## config.mk

```make
export PLATFORM = sky130hd
export DESIGN_NAME = camera_input_ctrl
export DESIGN_NICKNAME = d
export VERILOG_FILES = /design/src/rtl/camera_pkg.sv /design/src/rtl/camera_input_ctrl_key_debounce.sv /design/src/rtl/camera_input_ctrl.sv
export SDC_FILE = /design/constraint.sdc
export NUM_CORES = 1
export LEC_CHECK = 0
export ABC_CLOCK_PERIOD_IN_PS = 9700
export BUFFER_PORTS_ARGS = -buffer_cell sky130_fd_sc_hd__buf_2
export CORE_AREA = 2 2 115 117
export CTS_CLUSTER_SIZE = 10
export DETAILED_ROUTE_END_ITERATION = 8
export DIE_AREA = 0 0 117 119
export PLACE_DENSITY = 0.68
export SLEW_MARGIN = 30
export SYNTH_ARGS = -nofsm -noshare
export SYNTH_HDL_FRONTEND = slang
export SYNTH_SLANG_ARGS = --single-unit
```

## constraint.sdc

```tcl
create_clock -name clk -period 9.7 [get_ports clk]
set_input_delay 0.97 -clock clk [delete_from_list [all_inputs] [get_ports clk]]
set_output_delay 0.97 -clock clk [all_outputs]
set_load 0.02 [all_outputs]
```

## src/rtl/camera_pkg.sv

```systemverilog
// Shared camera definitions: direction codes, controller FSM states and the
// vector type used by the camera datapath.
package camera_pkg;

    typedef logic [2:0] key_code_t;

    localparam key_code_t UPOS = 3'b000;
    localparam key_code_t UNEG = 3'b001;
    localparam key_code_t VPOS = 3'b010;
    localparam key_code_t VNEG = 3'b011;
    localparam key_code_t WPOS = 3'b100;
    localparam key_code_t WNEG = 3'b101;

    localparam logic [1:0] IDLE     = 2'd0;
    localparam logic [1:0] DEBOUNCE = 2'd1;
    localparam logic [1:0] HOLD     = 2'd2;
    localparam logic [1:0] ISSUE    = 2'd3;

    typedef struct packed {
        logic signed [31:0] x;
        logic signed [31:0] y;
        logic signed [31:0] z;
    } vector_t;

    // One-hot three-phase ring: v0 -> v1 -> v2 -> v0.
    function automatic logic [2:0] rotate_phase(input logic [2:0] p);
        return {p[1:0], p[2]};
    endfunction

endpackage

```

## src/rtl/camera_input_ctrl_key_debounce.sv

```systemverilog
// Key front end: 2-FF synchronizer, lowest-index priority encoder and the
// stability counter that qualifies a candidate code.
module key_debounce
    import camera_pkg::*;
#(
    parameter int DEBOUNCE_CYCLES = 250000
) (
    input  logic      clk,
    input  logic      rst,
    input  logic [5:0] keys,
    input  logic      arm,
    input  logic      counting,
    output key_code_t code,
    output logic      valid,
    output logic      match,
    output logic      stable
);

    logic [5:0]  sync1_reg;
    logic [5:0]  sync2_reg;
    key_code_t   cand_reg;
    logic [31:0] dcnt_reg;

    always_ff @(posedge clk or posedge rst) begin
        if (rst) begin
            sync1_reg <= '0;
            sync2_reg <= '0;
        end else begin
            sync1_reg <= keys;
            sync2_reg <= sync1_reg;
        end
    end

    // Descending scan so the lowest set index overrides higher ones.
    always_comb begin
        code  = UPOS;
        valid = |sync2_reg;
        for (int i = 5; i >= 0; i--) begin
            if (sync2_reg[i]) code = 3'(i);
        end
    end

    assign match  = valid && (code == cand_reg);
    assign stable = counting && match && (dcnt_reg == 32'(DEBOUNCE_CYCLES - 1));

    always_ff @(posedge clk or posedge rst) begin
        if (rst) begin
            cand_reg <= UPOS;
            dcnt_reg <= '0;
        end else if (arm) begin
            cand_reg <= code;
            dcnt_reg <= '0;
        end else if (counting && match && !stable) begin
            dcnt_reg <= dcnt_reg + 32'd1;
        end
    end

endmodule

```

## src/rtl/camera_input_ctrl.sv

```systemverilog
// Camera input controller: debounced key direction, held-key movement count
// and a three-cycle camera load request aligned to the phase ring.
module camera_input_ctrl
    import camera_pkg::*;
#(
    parameter int DEBOUNCE_CYCLES = 250000,
    parameter int TICK_CYCLES     = 50000,
    parameter int CNT_MAX         = 1023
) (
    input  logic        clk,
    input  logic        rst,
    input  logic [5:0]  keys,
    input  logic        frame_done,
    output logic [2:0]  key,
    output logic [31:0] cnt,
    output logic        ld_curr_camera,
    output logic        v0,
    output logic        v1,
    output logic        v2
);

    key_code_t   code;
    logic        valid;
    logic        match;
    logic        stable;
    logic        arm;
    logic        counting;
    logic        key_held;

    logic [1:0]  state_reg;
    key_code_t   key_reg;
    logic [31:0] cnt_reg;
    logic [31:0] tick_reg;
    logic        ld_reg;
    logic [2:0]  phase_reg;

    key_debounce #(
        .DEBOUNCE_CYCLES(DEBOUNCE_CYCLES)
    ) u_key_debounce (
        .clk     (clk),
        .rst     (rst),
        .keys    (keys),
        .arm     (arm),
        .counting(counting),
        .code    (code),
        .valid   (valid),
        .match   (match),
        .stable  (stable)
    );

    assign arm      = (state_reg == IDLE) && valid;
    assign counting = (state_reg == DEBOUNCE);
    assign key_held = valid && (code == key_reg);

    always_ff @(posedge clk or posedge rst) begin
        if (rst) phase_reg <= 3'b001;
        else     phase_reg <= rotate_phase(phase_reg);
    end

    always_ff @(posedge clk or posedge rst) begin
        if (rst) begin
            state_reg <= IDLE;
            key_reg   <= UPOS;
            cnt_reg   <= '0;
            tick_reg  <= '0;
            ld_reg    <= 1'b0;
        end else begin
            case (state_reg)
                IDLE: begin
                    if (valid) state_reg <= DEBOUNCE;
                end
                DEBOUNCE: begin
                    if (!match) begin
                        state_reg <= IDLE;
                    end else if (stable) begin
                        state_reg <= HOLD;
                        key_reg   <= code;
                        cnt_reg   <= '0;
                        tick_reg  <= '0;
                    end
                end
                HOLD: begin
                    // Release and frame boundary together still give one ISSUE.
                    if ((frame_done || !key_held) && (cnt_reg != 32'd0)) begin
                        state_reg <= ISSUE;
                    end else if (!key_held) begin
                        state_reg <= IDLE;
                    end else if (tick_reg == 32'(TICK_CYCLES - 1)) begin
                        tick_reg <= '0;
                        if (cnt_reg != 32'(CNT_MAX)) cnt_reg <= cnt_reg + 32'd1;
                    end else begin
                        tick_reg <= tick_reg + 32'd1;
                    end
                end
                ISSUE: begin
                    // Raise on the v2 edge so the pulse covers v0, v1, v2.
                    if (!ld_reg) begin
                        if (phase_reg[2]) ld_reg <= 1'b1;
                    end else if (phase_reg[2]) begin
                        ld_reg    <= 1'b0;
                        cnt_reg   <= '0;
                        tick_reg  <= '0;
                        state_reg <= key_held ? HOLD : IDLE;
                    end
                end
                default: state_reg <= IDLE;
            endcase
        end
    end

    assign key            = key_reg;
    assign cnt            = cnt_reg;
    assign ld_curr_camera = ld_reg;
    assign v0             = phase_reg[0];
    assign v1             = phase_reg[1];
    assign v2             = phase_reg[2];

endmodule

```

---- Word level (Yosys, flattened, before mapping) ----
Cells that the tools add are included.
storage, ports and cells
  register bits after elaboration ......... 120
  latch bits .............................. 0
  RAM bits ................................ 0
  memory bits (read-only) ................. 0
  input port bits ......................... 9
  output and inout bits ................... 39
  word-level logic and storage cells ...... 84
  memories ................................ 0
operators by class
  $add $sub $neg .......................... 3
  multiply operators ...................... 0
  div/mod/pow operators ................... 0
  magnitude comparators ................... 0
  equality and inequality tests ........... 19
  shift operators ......................... 0
  mux-type cells .......................... 33
  bitwise gates (word level) .............. 0
  reductions and logical operators ........ 19
operator list
  cell                                                                number
  32-bit two-way mux                                                  13
  32-bit one-hot mux with 3 select lines                              2
  32-bit by 1-bit adder with 32-bit output (second input constant)    3
  32-bit by 16-bit == test with 1-bit output (second input constant)  1
  32-bit by 18-bit == test with 1-bit output (second input constant)  1
  32-bit by 10-bit != test with 1-bit output (second input constant)  1
  32-bit nonzero test                                                 1
  3-bit two-way mux                                                   6
  2-bit two-way mux                                                   8
  2-bit != test (second input constant)                               8
  9-bit AND reduction                                                 1
  2-bit one-hot mux with 4 select lines                               1
  1-bit logical AND                                                   7
  7-bit AND reduction                                                 1
  3-bit == test                                                       2
  3-bit != test (second input constant)                               2
  6-bit OR reduction                                                  1
  5-bit AND reduction                                                 1
  2-bit == test (second input constant)                               2
  1-bit two-way mux                                                   3
  3-bit AND reduction                                                 1
  3-bit nonzero test                                                  1
  2-bit by 1-bit == test with 1-bit output (second input constant)    1
  1-bit logical NOT                                                   2
  4 further kinds                                                     4

---- Logic depth before layout (Yosys ltp) ----
  word-level depth ........................ 14
  mapped depth ............................ 11
  depth with buffers taken out ............ 9

---- Cells and area by module ----
A second synthesis with hierarchy kept.
second synthesis, totals
  cells, all modules ...................... 715
  area total of the unflattened synthesis .. 6530.0 sq um
by module, submodules not included
  module             instances  cells an instance  area an instance (sq um)
  camera_input_ctrl  1          478                4206.5
  key_debounce       1          237                2323.5

---- Worst setup path before layout ----
OpenSTA, ideal clock, no wires.
  path kind ............................... reg-to-reg
  start ................................... reg cnt_reg[16] (netlist: cnt[16])
  end ..................................... reg cnt_reg[20] (netlist: cnt[20])
  arrival ................................. 2568 ps
  required time ........................... 9576 ps
  path slack .............................. 7008 ps
  cell stages (with the launch flop) ...... 8
  cell sequence ........................... dfrtp_1 > or4_1 > o41ai_2 > nand3_1 > a211o_1 > or2_0 > buf_2 > a211o_1
between the ends
  cells in the longest elaborated chain, start to end .. 6
  elaborated cells between the ends (all ways) .. 12
  classes of those cells .................. 1 x add/sub; 3 x eq/ne; 5 x mux; 3 x reduce/logical
ends and longest elaborated chain
  item                                      line                     text
  start, declared                           camera_input_ctrl.sv:32  logic [31:0] cnt_reg;
  start signal, assigned                    camera_input_ctrl.sv:90  if (cnt_reg != 32'(CNT_MAX)) cnt_reg <= cnt_reg + 32'd1;
  32-bit by 1-bit adder with 32-bit output  camera_input_ctrl.sv:90
  32-bit two-way mux                        camera_input_ctrl.sv:90
  32-bit two-way mux                        camera_input_ctrl.sv:88  end else if (tick_reg == 32'(TICK_CYCLES - 1)) begin
  32-bit two-way mux                        camera_input_ctrl.sv:86  end else if (!key_held) begin
  32-bit two-way mux                        camera_input_ctrl.sv:84  if ((frame_done || !key_held) && (cnt_reg != 32'd0)) begin
  32-bit one-hot mux with 3 select lines    camera_input_ctrl.sv:68  case (state_reg)
Parallel ways exist; a longest one is shown, timed or not. The select of a mux whose other input is x is not followed.
A chain may end at the register's enable or synchronous reset.

---- Worst setup path in the final report ----
  start ................................... reg u_key_debounce.sync2_reg[0]
  end ..................................... reg cnt_reg[20] (netlist: cnt[20])
between the ends
  cells in the longest elaborated chain, start to end .. 8
  elaborated cells between the ends (all ways) .. 16
  classes of those cells .................. 6 x eq/ne; 1 x mux; 9 x reduce/logical
ends and longest elaborated chain
  item                               line                                  text
  start, declared                    camera_input_ctrl_key_debounce.sv:20  logic [5:0] sync2_reg;
  start signal, assigned             camera_input_ctrl_key_debounce.sv:30  sync2_reg <= sync1_reg;
  3-bit two-way mux                  camera_input_ctrl_key_debounce.sv:39  if (sync2_reg[i]) code = 3'(i);
  3-bit == test                      camera_input_ctrl.sv:53               assign key_held = valid && (code == key_reg);
  1-bit logical AND                  camera_input_ctrl.sv:53
  1-bit logical NOT                  --
  1-bit logical OR                   camera_input_ctrl.sv:84
  1-bit logical AND                  camera_input_ctrl.sv:84
  2-bit != test (no line)            --
  9-bit AND reduction (no line) (*)  --
Mark *: on every way between the ends. The rest lies on a longest branch, timed or not.

==> flow_metrics.env <==
export IMPL_status="completed"
export IMPL_grtUsageTotal_pct=23.3
export IMPL_cts_num_sinks=120
export IMPL_postCtsResizedCells=0
export IMPL_combPwrFrac_pct=8.0
export IMPL_r2r_cells=7
export IMPL_crit_fanout=31
export IMPL_synth_cells=692
export IMPL_r2r_end="cnt[20]"
export IMPL_hold_buffers=0
export IMPL_clk_pin_slew_ns=0.06
export IMPL_synth_edf_count=0
export IMPL_area_growth_pct=16.7
export IMPL_cts_made_buffers=17
export IMPL_synth_area_leaders="dfrtp_1 (48%), nand2_1 (4.7%), o21ai_0 (3.8%), nand3_1 (3.7%), a31oi_1 (3.3%)"
export IMPL_gp_congestion=0.896
export IMPL_first_global_vias=5196
export IMPL_fin_crit_ns=3.59
export IMPL_p_seq_share_pct=40.8
export IMPL_io_pins=48
export IMPL_viasPerCell=6.09
export IMPL_min_path_cells=0
export IMPL_timing_critical_path_buf_inv=0
export IMPL_cap_violations=0
export IMPL_diodes=0
export IMPL_first_pass_iters=5
export IMPL_slowest_stage="a211o_1"
export IMPL_core_area_mm2=0.0129
export IMPL_via_count=5638
export IMPL_netlist_cell_type_count=59
export IMPL_power_switching_share_pct=23.5
export IMPL_rsz0062_at_grt="no"
export IMPL_grt_max_degree=73
export IMPL_power_density_mw_per_mm2=178
export IMPL_finClkSkew_ns=0.0108
export IMPL_use_met2_pct=36.7
export IMPL_hpwl_mm=10.4
export IMPL_slew_headroom_pct=34.1
export IMPL_routed_wirelength_mm=15.7
export IMPL_worst_setup_path_type="reg2reg"
export IMPL_crit_top_cell="a211o_1"
export IMPL_p_sw_uw=306
export IMPL_worst_path_stages=7
export IMPL_antenna_found_initial=0
export IMPL_syn_cell_area_mm2=0.00627
export IMPL_grt_use_met3_pct=4.27
export IMPL_fp_dieH_um=119
export IMPL_required_ns=10.00
export IMPL_ant_nets=0
export IMPL_synth_top_cell_area_share_pct=47.5
export IMPL_worstMarginPinSlew_ns=0.979
export IMPL_maxSlewViolCount=0
export IMPL_port_buffers=47
export IMPL_ys_seq_area_share_pct=47.9
export IMPL_dieWidth_um=117
export IMPL_setup_viol=0
export IMPL_max_stage_delay_ns=0.71
export IMPL_hold_viol_final=0
export IMPL_internal_power_uw=996
export IMPL_clock_path_buffers=2
export IMPL_die_area_mm2=0.0139
export IMPL_drive_above_1_share_pct=13.2
export IMPL_tns_ns=0
export IMPL_top_usage_layer="met2"
export IMPL_crit_path_end="cnt[20]"
export IMPL_cts_tree="built"
export IMPL_post_cts_buffers=0
export IMPL_drc=0
export IMPL_startpoint="u_key_debounce.sync2_reg[0]"
export IMPL_p_leak_nw=3.20
export IMPL_nNetsFinal=751
export IMPL_htree_levels=4
export IMPL_totalPowerFinal_mw=1.30
export IMPL_first_iter_violations=433
export IMPL_synthesis_nets=705
export IMPL_fmax_ghz=0.278
export IMPL_row_count=42
export IMPL_cp_top_family="compound AO/OA/AOI/OAI gates"
export IMPL_syn_area_per_cell_um2=9.06
export IMPL_crit_arrival_ns=3.89
export IMPL_overflow=0
export IMPL_post_route_period_util_pct=37.0
export IMPL_crit_chain="nor4_2 -> o21ai_1 -> a222oi_1 -> nand3_1 -> a211o_1 -> or2_0 -> a211o_1"
export IMPL_final_fill_count=1167
export IMPL_synth_yosys_warnings=0
export IMPL_grt_pass1_wl_mm=25.6
export IMPL_vdd_ir_drop_max_v=0.000138
export IMPL_clk_insertion_delay_late_ns=0.41
export IMPL_use_met1_pct=32.3
export IMPL_min_path_type="reg2reg"
export IMPL_start_util_pct=48.7
export IMPL_synth_most_common_cell="dfrtp_1"
export IMPL_ys_async_sr_fraction_pct=100
export IMPL_wire_per_inst_um=17.0
export IMPL_synthTopCellsByCount="dfrtp_1 (119), nand2_1 (78), nor2_1 (49)"
export IMPL_synth_top_cell_by_area="dfrtp_1"
export IMPL_root_buffer="clkbuf_16"
export IMPL_synth_ff_type="dfrtp_1"
export IMPL_reg2reg_from="u_key_debounce.sync2_reg[0]"
export IMPL_synth_seq_cells=120
export IMPL_setup_worst_path_start_class="flip-flop"
export IMPL_cp_end_kind="flip-flop"
export IMPL_power_frac_clock_pct=51.2
export IMPL_r2r_slack_ns=6.11
worst reg2reg max path, cell delays in order, from the launching register on:
cell	delay, ns
dfrtp_1	0.44
nor4_2	0.39
o21ai_1	0.23
a222oi_1	0.55
nand3_1	0.31
a211o_1	0.71
or2_0	0.50
a211o_1	0.35
routing by layer:
layer / up-vias / part of all wire [%] / routed length, um
met2: 167 / 48 / 7520
met4: 0 / 1.5 / 230
li1: 2703 / - / -
met1: 2754 / 45 / 7080
met3: 14 / 5.8 / 918
met5: - / 0 / 0
metrics by stage:
stage / setup WS, ns / cell area (um2) / util (%) / cells / hold WS [ns]
after floorplan: 5.55 / 6270 / - / 692 / 0.331
after detailed placement: 6.20 / 6670 / 51.8 / 894 / 0.336
final: 6.11 / 7310 / 56.8 / 926 / 0.346
after global placement: 6.28 / 6670 / 51.8 / 894 / 0.332
after CTS: 6.15 / 7300 / 56.7 / 925 / 0.348
after global routing: 5.85 / 7310 / 56.8 / 926 / 0.353
power by group through the flow:
stage | Sequential, mW | Clock [mW] | Combinational, mW
finish | 0.531 | 0.667 | 0.105
floorplan | 0.530 | 0 | 0.0831
global placement | 0.537 | 0 | 0.102
global route | 0.532 | 0.702 | 0.117
detailed placement | 0.538 | 0 | 0.105
CTS | 0.530 | 0.677 | 0.106
worst min-delay path by stage:
stage	from	endpoint	slack, ns
2_1_floorplan	u_key_debounce.sync1_reg[0]	u_key_debounce.sync2_reg[0]	0.33
3_3_place_gp	u_key_debounce.sync1_reg[5]	u_key_debounce.sync2_reg[5]	0.33
3_5_place_dp	u_key_debounce.sync1_reg[5]	u_key_debounce.sync2_reg[5]	0.34
4_1_cts	u_key_debounce.sync1_reg[5]	u_key_debounce.sync2_reg[5]	0.35
5_1_grt	u_key_debounce.sync1_reg[1]	u_key_debounce.sync2_reg[1]	0.35
6_report	u_key_debounce.sync1_reg[5]	u_key_debounce.sync2_reg[5]	0.35
layout make-up:
class	count	area, um2	area share, %
flip-flops and latches	120	3000	41.1
repair buffers	55	299	4.09
inverters	12	50.0	0.684
multi-input cells	532	3110	42.5
clock inverters	8	143	1.95
clock buffers	23	488	6.67
well taps	176	220	3.01
cell usage in the layout (no fill, tap or decap), types with 13 or more instances in the layout:
| cell type | instances |
|---|---|
| a21oi_1 | 37 |
| a31oi_1 | 33 |
| and3_1 | 29 |
| buf_2 | 47 |
| clkbuf_16 | 17 |
| dfrtp_1 | 119 |
| nand2_1 | 78 |
| nand3_1 | 46 |
| nand4_1 | 26 |
| nor2_1 | 49 |
| nor3_1 | 22 |
| nor4_1 | 24 |
| o21ai_0 | 48 |
| or3_1 | 13 |
| xor2_1 | 13 |
logic make-up after synthesis:
kind of cell	share of synthesized area, %
and+or+nand+nor	27.5
AOI/OAI and AO/OA	17.2
DFF	47.9
buffers and inverters	2.56
xor gates and xnor gates	3.35
muxes	0.659
adders and majority gates	0.799
No activity file was read; power rests on OpenSTA's default activity.
